$ cat src/rtl/serial_subtractor.sv
// Bit-serial W-bit subtractor: diff = a - b - bin, one bit per clock, LSB first.
// A single full-subtractor cell plus a borrow flop walks through the operands.
// Operands arrive on a valid/ready handshake and the result leaves on a second one.
module serial_subtractor #(
    parameter int W = 8
) (
    input  logic         clk,
    input  logic         rst,
    input  logic         in_valid,
    output logic         in_ready,
    input  logic [W-1:0] a,
    input  logic [W-1:0] b,
    input  logic         bin,
    output logic         out_valid,
    input  logic         out_ready,
    output logic [W-1:0] diff,
    output logic         bout,
    output logic         zero
);

    // Wide enough to hold W, so the counter never wraps during an operation.
    localparam int CW = $clog2(W + 1);

    typedef enum logic [1:0] {
        IDLE  = 2'd0,
        SHIFT = 2'd1,
        DONE  = 2'd2
    } state_t;

    state_t        state_reg, state_next;
    logic [W-1:0]  a_sh_reg, a_sh_next;
    logic [W-1:0]  b_sh_reg, b_sh_next;
    logic [W-1:0]  res_reg, res_next;
    logic          brw_reg, brw_next;
    logic          bout_reg, bout_next;
    logic          zero_reg, zero_next;
    logic [CW-1:0] cnt_reg, cnt_next;

    logic          x_bit, y_bit, d_bit, brw_new;
    logic [W-1:0]  res_shifted;

    // Full-subtractor cell on the current LSBs, and the result with the new bit
    // shifted in at the MSB.
    always_comb begin
        x_bit       = a_sh_reg[0];
        y_bit       = b_sh_reg[0];
        d_bit       = x_bit ^ y_bit ^ brw_reg;
        brw_new     = (~x_bit & y_bit) | (~(x_bit ^ y_bit) & brw_reg);
        // The shift form works for W=1 too, where the result is just the new bit.
        res_shifted = (res_reg >> 1) | (W'(d_bit) << (W - 1));
    end

    // Next-state and datapath control for the IDLE/SHIFT/DONE sequence.
    always_comb begin
        state_next = state_reg;
        a_sh_next  = a_sh_reg;
        b_sh_next  = b_sh_reg;
        res_next   = res_reg;
        brw_next   = brw_reg;
        bout_next  = bout_reg;
        zero_next  = zero_reg;
        cnt_next   = cnt_reg;
        case (state_reg)
            IDLE: begin
                if (in_valid) begin
                    a_sh_next  = a;
                    b_sh_next  = b;
                    brw_next   = bin;
                    cnt_next   = '0;
                    state_next = SHIFT;
                end
            end
            SHIFT: begin
                a_sh_next = a_sh_reg >> 1;
                b_sh_next = b_sh_reg >> 1;
                res_next  = res_shifted;
                brw_next  = brw_new;
                cnt_next  = cnt_reg + CW'(1);
                if (cnt_reg == CW'(W - 1)) begin
                    // Last bit: freeze the flags alongside the final result.
                    bout_next  = brw_new;
                    zero_next  = (res_shifted == '0);
                    state_next = DONE;
                end
            end
            DONE: begin
                if (out_ready) begin
                    state_next = IDLE;
                end
            end
            default: begin
                state_next = IDLE;
            end
        endcase
    end

    // State and datapath registers; reset abandons any operation in flight.
    always_ff @(posedge clk) begin
        if (rst) begin
            state_reg <= IDLE;
            a_sh_reg  <= '0;
            b_sh_reg  <= '0;
            res_reg   <= '0;
            brw_reg   <= 1'b0;
            bout_reg  <= 1'b0;
            zero_reg  <= 1'b0;
            cnt_reg   <= '0;
        end else begin
            state_reg <= state_next;
            a_sh_reg  <= a_sh_next;
            b_sh_reg  <= b_sh_next;
            res_reg   <= res_next;
            brw_reg   <= brw_next;
            bout_reg  <= bout_next;
            zero_reg  <= zero_next;
            cnt_reg   <= cnt_next;
        end
    end

    // Handshake flags are pure decodes of the registered state.
    assign in_ready  = (state_reg == IDLE);
    assign out_valid = (state_reg == DONE);
    assign diff      = res_reg;
    assign bout      = bout_reg;
    assign zero      = zero_reg;

endmodule

$ cat config.mk
export PLATFORM = sky130hd
export DESIGN_NAME = serial_subtractor
export DESIGN_NICKNAME = d
export VERILOG_FILES = /design/src/rtl/serial_subtractor.sv
export SDC_FILE = /design/constraint.sdc
export NUM_CORES = 1
export LEC_CHECK = 0
export ABC_CLOCK_PERIOD_IN_PS = 2200
export BUFFER_PORTS_ARGS = -buffer_cell sky130_fd_sc_hd__buf_2
export CAP_MARGIN = 20
export CORE_MARGIN = 4
export CORE_UTILIZATION = 45
export DETAILED_ROUTE_END_ITERATION = 8
export PLACE_DENSITY = 0.67
export SETUP_SLACK_MARGIN = 0.05
export SLEW_MARGIN = 20
export SYNTH_ARGS = -nofsm -noshare
export SYNTH_HDL_FRONTEND = slang
export SYNTH_SLANG_ARGS = --single-unit
$ cat constraint.sdc
create_clock -name clk -period 2.2 [get_ports clk]
set_clock_uncertainty 0.15 [all_clocks]
set_input_delay 0.11 -clock clk [delete_from_list [all_inputs] [get_ports clk]]
set_output_delay 0.11 -clock clk [all_outputs]
set_load 0.02 [all_outputs]
# Word level (Yosys, flattened, before mapping)
# Cells that the tools add are included.
# totals
reg_bits	33
input_bits	21
# classes
addsub	1
eq_ne	6
n_mux	12
bitwise	8
reduce_logical	6
# ops
op	count
8-bit case mux with 2 select lines	2
8-bit 2-to-1 mux	2
8-bit logical NOT	1
7-bit by 8-bit bitwise OR with 8-bit output	1
4-bit case mux with 2 select lines	1
2-bit 2-to-1 mux	3
2-bit case mux with 3 select lines	1
4-bit by 1-bit adder with 4-bit output, second input constant	1
4-bit by 3-bit equality test with 1-bit output, second input constant	1
4-bit 2-to-1 mux	1
2-bit inequality test, second input constant	2
2-bit AND reduction	2
3-bit AND reduction	1
1-bit bitwise AND	2
2-bit by 1-bit equality test with 1-bit output, second input constant	1
2-bit equality test, second input constant	1
2-bit logical NOT	1
2-bit by 1-bit inequality test with 1-bit output, second input constant	1
1-bit inverter	2
1-bit case mux with 2 select lines	1
2-bit nonzero test	1
1-bit bitwise XOR	2
1-bit 2-to-1 mux	1
1-bit bitwise OR	1

# Logic depth before layout (Yosys ltp)
# Gate-level depths: netlist of the first run.
# logic_depth
depth_word	5
ltp_mapped	5

# Least setup slack after synthesis of the first run
# No wires, ideal clock.
# synth_timing
path_kind	register to register
startpoint	reg b_sh_reg[0]
endpoint	reg zero_reg (netlist: zero)
setup_ns	0.070
arrival_ns	1.201
required_ns	1.980
slack_ns	0.778
path_stages_with_launch	6
path_buffers	0
period_less_slack_ns	1.422
path_cell_list	dfxtp_1 inv_1 fa_1 nor4_1 nand4_1 a21oi_1
# synth_between
elab_chain_cells	4
# synth_rtl
item	line	source
from (decl)	32	logic [W-1:0] b_sh_reg, b_sh_next;
from (signal assigned)	111	b_sh_reg <= b_sh_next;
1-bit bitwise XOR (2 in a row)	47	d_bit = x_bit ^ y_bit ^ brw_reg;
net d_bit	39	logic x_bit, y_bit, d_bit, brw_new;
7-bit by 8-bit bitwise OR with 8-bit output	50	res_shifted = (res_reg >> 1) | (W'(d_bit) << (W - 1));
8-bit logical NOT	82	zero_next = (res_shifted == '0);
to (signal assigned)	115	zero_reg <= zero_next;
to (decl)	36	logic zero_reg, zero_next;
# The timed path passes the listed nets, and every way through them passes these cells.
# A chain may end at the register's enable or synchronous reset.

# Final worst setup path of the first run
# layout_timing
startpoint	reg state_reg[1]
endpoint	reg b_sh_reg[3]
# layout_between
elab_chain_cells	3
word_cells_on_any_way	6
# layout_rtl
item	line	source
from (decl)	30	state_t state_reg, state_next;
from (signal assigned)	109	state_reg <= state_next;
2-bit by 1-bit equality test with 1-bit output / 2-bit logical NOT (equally long branches)	63	case (state_reg)
2-bit nonzero test (no source line) / 2-bit inequality test (equally long branches)	n/a	
2-bit AND reduction (no source line)	n/a	
# Several ways; a longest one is shown, not always the timed one.

==> reports/qor.txt, run 1 <==
outcome: complete, no violations
# port buffers: 32
WP data arrival: 1700 ps
Netlist cell types: 33
Initial DRC Count: 105
Seq/Total Area, Yosys: 40.6%
Final Hold Viols: 0
DRC: 0
Synth Area per Inst: 7.90 sq um
Vias: 1472
share of cells above drive strength 1: 25.4%
Longest Clk Path Bufs: 2
Placeable Area: 3420 sq um
die width: 68.1 microns
Critical Path Sink Type: register
Post-Syn Instances: 206
Final Util: 54.8%
FP Rows: 21
fin. max-slew vios: 0
Mapped Area: 1630 sq um
crit path kind: register to register
largest net degree at the start of global routing: 36
post_cts resized: 0
Hold Path Class: input pin to register
IO Pins: 33
unrepaired setup endpoints after global routing: false
PwrDens: 623 nW/um^2
cell total after placement: 270
critical path's largest stage delay: 380 ps
worst path cell trace: buf_4 -> nand2b_1 -> o22ai_1 -> a2111oi_2
Total Wirelength: 3500 microns
Inserted Clock Buffers: 5
worst setup margin: 587 ps
gr usage total: 16.2%
number of max-cap violations: 0
Final HPWL DP: 2200 microns
most common cell after layout, fill and taps aside: a21oi_1
worst setup path start: state_reg[1]
slew of the pin with the lowest slew margin: 608 ps
worst hold path startpoint: b[3]
nets: 258
vias in the first global route: 1361
grt total ovfl: 0
Peak VDD IR: 375 uV
TritonRoute pass-1 iters: 4
syn_nets: 229
GPL Wtd Cong: 0.744
clock sink count: 33
Area Growth Syn to Fin: 15.0%
Achievable Freq: 620 MHz
Final min period: 1610 ps
Synth Register Bits: 33
sum of negative setup slack: 0 ps
Pleak: 0.000801 uW
CTS root buf: clkbuf_4
CP Launch Type: register
most frequent cells in the layout: 40 x a21oi_1, 33 x dfxtp_1, 32 x buf_2
Worst-Skew Late Latency: 340 ps
Die Ht: 68.1 microns
Cell Count, Final, Fillers Out: 282
CP required: 2290 ps
CTS clk-pin slew, worst paths: 100 ps
CTS tree: done
dpl ws: 620 ps
synthesis warning total: 0
FF-to-FF Start: state_reg[1]
Final setup viols: 0
Post-DP Area: 1780 sq um
Die ar.: 4640 sq um
htree depth: 2
first-pass GRT wire length: 5710 microns
Starting Density: 47.7%
initial antenna violation count: 0
per-cell routed wire length: 12.4 microns
post-route ant nets: 0
Rel. slew slack: 59.5%
period utilisation layout: 73.3%
ant diodes: 0
critical path fanouts, max: 35
critical path's slowest cell: dfxtp_1
Design Area, Final: 1870 sq um
via density per instance: 5.22
==> metal layers <==
layer / global-route usage (%) / vias to the layer above / routed length, microns
met3: 4.11 / 5 / 266
met5: 0 / - / 0
met1: 21.2 / 647 / 1690
li1: - / 773 / -
met4: 8.44 / 0 / 58
met2: 24.5 / 47 / 1480
==> timing repair <==
| action | 4_1_cts | 5_1_grt |
|---|---|---|
| hold endpoints to repair | 4 | 0 |
| hold buffers | 4 | 0 |
| setup buffers | 0 | 0 |
==> synth_stat cells (all sizes together) <==
master / count / area share (%)
clkbuf: 7 / 1.6
a221o: 1 / 0.61
nor3b: 1 / 0.46
ha: 1 / 0.77
buf: 11 / 4.2
a22oi: 2 / 0.92
nand4: 1 / 0.38
nand2: 20 / 4.6
fa: 1 / 1.2
dfxtp: 33 / 41
mux2i: 1 / 0.61
o22ai: 4 / 1.5
a21oi: 40 / 12
a21bo: 1 / 0.61
a211oi: 1 / 0.46
a2111oi: 1 / 0.92
a311oi: 1 / 0.54
nand3: 2 / 0.61
nor2: 31 / 7.1
o221a: 13 / 9.0
o21ai: 1 / 0.31
or2: 1 / 0.38
nand2b: 2 / 1.2
and3b: 1 / 0.54
a31oi: 1 / 0.38
nor4: 2 / 0.77
o21bai: 1 / 0.46
nor2b: 7 / 2.7
or3: 1 / 0.38
inv: 16 / 3.7
==> worst max-delay path, delay by kind of cell (launching register included) <==
kind / cells / cell delay (ps)
buffers and inverters: 1 / 340
AOI/OAI and AO/OA: 2 / 450
and+or+nand+nor: 1 / 180
DFF: 1 / 380
==> area by class of cell <==
class / count / area, sq um
Multi-Input combinational cell: 139 / 812
Sequential cell: 33 / 661
Timing Repair Buffer: 40 / 230
Tap cell: 46 / 57.6
Clock buffer: 6 / 41.3
Clock inverter: 2 / 10.0
Fill cell: 324 / 1540
Inverter: 16 / 60.1
==> through the flow <==
stage | hold slack [ps] | power [uW]
2_1_floorplan | 144 | 800
3_3_place_gp | 250 | 846
3_5_place_dp | 250 | 849
4_1_cts | 9.41 | 1180
5_1_grt | 15.1 | 1230
6_report | 20.5 | 1170
==> path summary, 6_finish.rpt <==
path	endpoint	slack [ps]	depth (start not counted)
setup / recovery	b_sh_reg[3]	590	4
hold / removal	b_sh_reg[3]	20	3
setup reg to reg	b_sh_reg[3]	590	4
hold reg to reg	diff[0]	310	2
==> report_power, final <==
part	internal (uW)	leakage (uW)	switching, uW	total [uW]
registers	630	0.000271	27.4	658
clock network	122	0.0000320	205	327
logic	85.3	0.000498	97.4	183
==> cells by family after synthesis <==
family	synth area share, %
AND/OR/NAND/NOR	19.2
adder cells (fa/ha/maj)	2.00
flip-flops	40.6
multiplexers	0.615
AO/OA/AOI/OAI	28.1
buffers and inverters	9.53
(Power assumes the default switching activity.)
==> run 2, diff against run 1 <==
- ABC_CLOCK_PERIOD_IN_PS: 2200 -> 1500
- clock period: 2.2 -> 1.5 ns (I/O delays scaled with it)
==> run 2 against run 1 <==
Against the previous run: the flow now finishes with violations (setup timing); clock power increased by 50%; clock-buffer cell count unchanged; routed wire length increased by 4.1%; cell count increased by 3.9%; first-iteration DRC count increased by 2.9%; critical path depth increased by 1; sequential share of layout area decreased by 1.9 points; sequential cell count unchanged; non-clock buffer count increased by 11; design area increased by 6.8%; via count increased by 2.4%; fmax increased by 4.5%; critical endpoint is now zero.
==> reports/qor.txt, run 2 (same netlist as run 1, synthesis figures left out) <==
cell total after placement: 279
vias in the first global route: 1363
Hold Path Class: input pin to register
via density per instance: 5.14
PwrDens: 877 nW/um^2
IO Pins: 33
crit-path leading delay family: adder cells
Final HPWL DP: 2400 microns
fin. max-slew vios: 0
Total Wirelength: 3640 microns
unrepaired setup endpoints after global routing: true
number of max-cap violations: 0
Peak VDD IR: 609 uV
outcome: finished, violations left
Die Ht: 68.1 microns
Cell Count, Final, Fillers Out: 293
clock sink count: 33
WP data arrival: 1670 ps
# port buffers: 32
Final setup viols: 1
worst hold slack: 17.6 ps
most common cell after layout, fill and taps aside: a21oi_1
period utilisation layout: 103%
Longest Clk Path Bufs: 2
Pleak: 0.000860 uW
met2 global-route usage: 25.6%
Worst-Skew Late Latency: 340 ps
worst setup margin: -43.5 ps
Placeable Area: 3420 sq um
Logic pwr share: 17.0%
Area Growth Syn to Fin: 22.8%
CTS tree: done
M1 GR Usage: 23.5%
die width: 68.1 microns
Final Hold Viols: 0
Final min period: 1540 ps
Critical Path Sink Type: register
ant diodes: 0
sequential share of power: 55.1%
slew of the pin with the lowest slew margin: 419 ps
most frequent cells in the layout: 39 x a21oi_1, 31 x nor2_1, 31 x buf_2
CTS clk-pin slew, worst paths: 110 ps
critical path buffer and inverter count: 1
Most Used Layer, Global Route: met2
per-cell routed wire length: 12.4 microns
Starting Density: 47.7%
dpl ws: -5.03 ps
CTS root buf: clkbuf_4
Initial DRC Count: 108
gr usage total: 17.2%
CP Launch Type: register
sum of negative setup slack: -43.5 ps
post-route ant nets: 0
CP required: 1630 ps
Storage cell area: 668 sq um
met3 Track Usage GR: 5.42%
initial antenna violation count: 0
critical path's slowest cell: fa_1
clock network power share: 27.9%
sw frac: 28.7%
Die ar.: 4640 sq um
multi-input logic area: 826 sq um
grt total ovfl: 0
worst path cell trace: inv_2 -> fa_1 -> nor4_2 -> nand4_1 -> a21oi_2
largest net degree at the start of global routing: 26
FP Rows: 21
failing checks: setup timing
critical path fanouts, max: 2
first-pass GRT wire length: 6020 microns
nets: 269
crit path kind: register to register
Inserted Clock Buffers: 5
share of cells above drive strength 1: 32.4%
critical path's largest stage delay: 500 ps
Achievable Freq: 648 MHz
TritonRoute pass-1 iters: 4
Rel. slew slack: 72.1%
Post-CTS Setup Repair Bufs: 0
Vias: 1507
fill cell count: 337
htree depth: 2
DRC: 0
Net Switching: 503 uW
GPL Wtd Cong: 0.784
P_int: 1250 uW
run 2: power by group through the flow:
| stage | Clock, uW | Combinational [uW] | Sequential [uW] |
|---|---|---|---|
| 6_report | 490 | 298 | 967 |
| 5_1_grt | 538 | 338 | 973 |
| 4_1_cts | 502 | 293 | 965 |
| 3_5_place_dp | 0 | 278 | 982 |
| 3_3_place_gp | 0 | 275 | 983 |
| 2_1_floorplan | 0 | 194 | 979 |
run 2: final cells by class:
type | count | area share (%)
Timing Repair Buffer | 51 | 16.8
Sequential cell | 33 | 33.4
Clock buffer | 6 | 2.07
Multi-Input combinational cell | 139 | 41.3
Inverter | 16 | 3.00
Tap cell | 46 | 2.88
Clock inverter | 2 | 0.501
run 2: per-layer routing:
layer / vias up / routed length [microns]
li1: 789 / -
met1: 678 / 1830
met2: 35 / 1570
met3: 5 / 198
met4: 0 / 40
met5: - / 0
run 2: worst min-delay path, delay by kind of cell:
kind	cells	cell delay, ps
AOI/OAI and AO/OA	2	310
buffers and inverters	1	70
and+or+nand+nor	1	30
run 2: path summary, 6_finish.rpt:
| check | cells after the start | slack [ps] | startpoint | end |
|---|---|---|---|---|
| worst min register to register | 2 | 310 | diff[0] | diff[0] |
| worst min-delay path | 4 | 20 | a[4] | a_sh_reg[4] |
| worst max-delay path | 5 | -40 | b_sh_reg[0] | zero |
| worst max register to register | 5 | -40 | b_sh_reg[0] | zero |
run 2: timing repair:
item / in CTS / in global routing
setup endpoints to repair: 3 / 5
hold buffers: 6 / 0
hold endpoints to repair: 6 / 0
resized for setup: 7 / 6
run 2: through the flow:
step	utilization (%)	cell area [sq um]	total power [uW]
global placement	54.5	1860	1260
detailed placement	54.5	1860	1260
floorplan	-	1630	1170
CTS	58.1	1980	1760
global route	58.5	2000	1850
finish	58.5	2000	1750
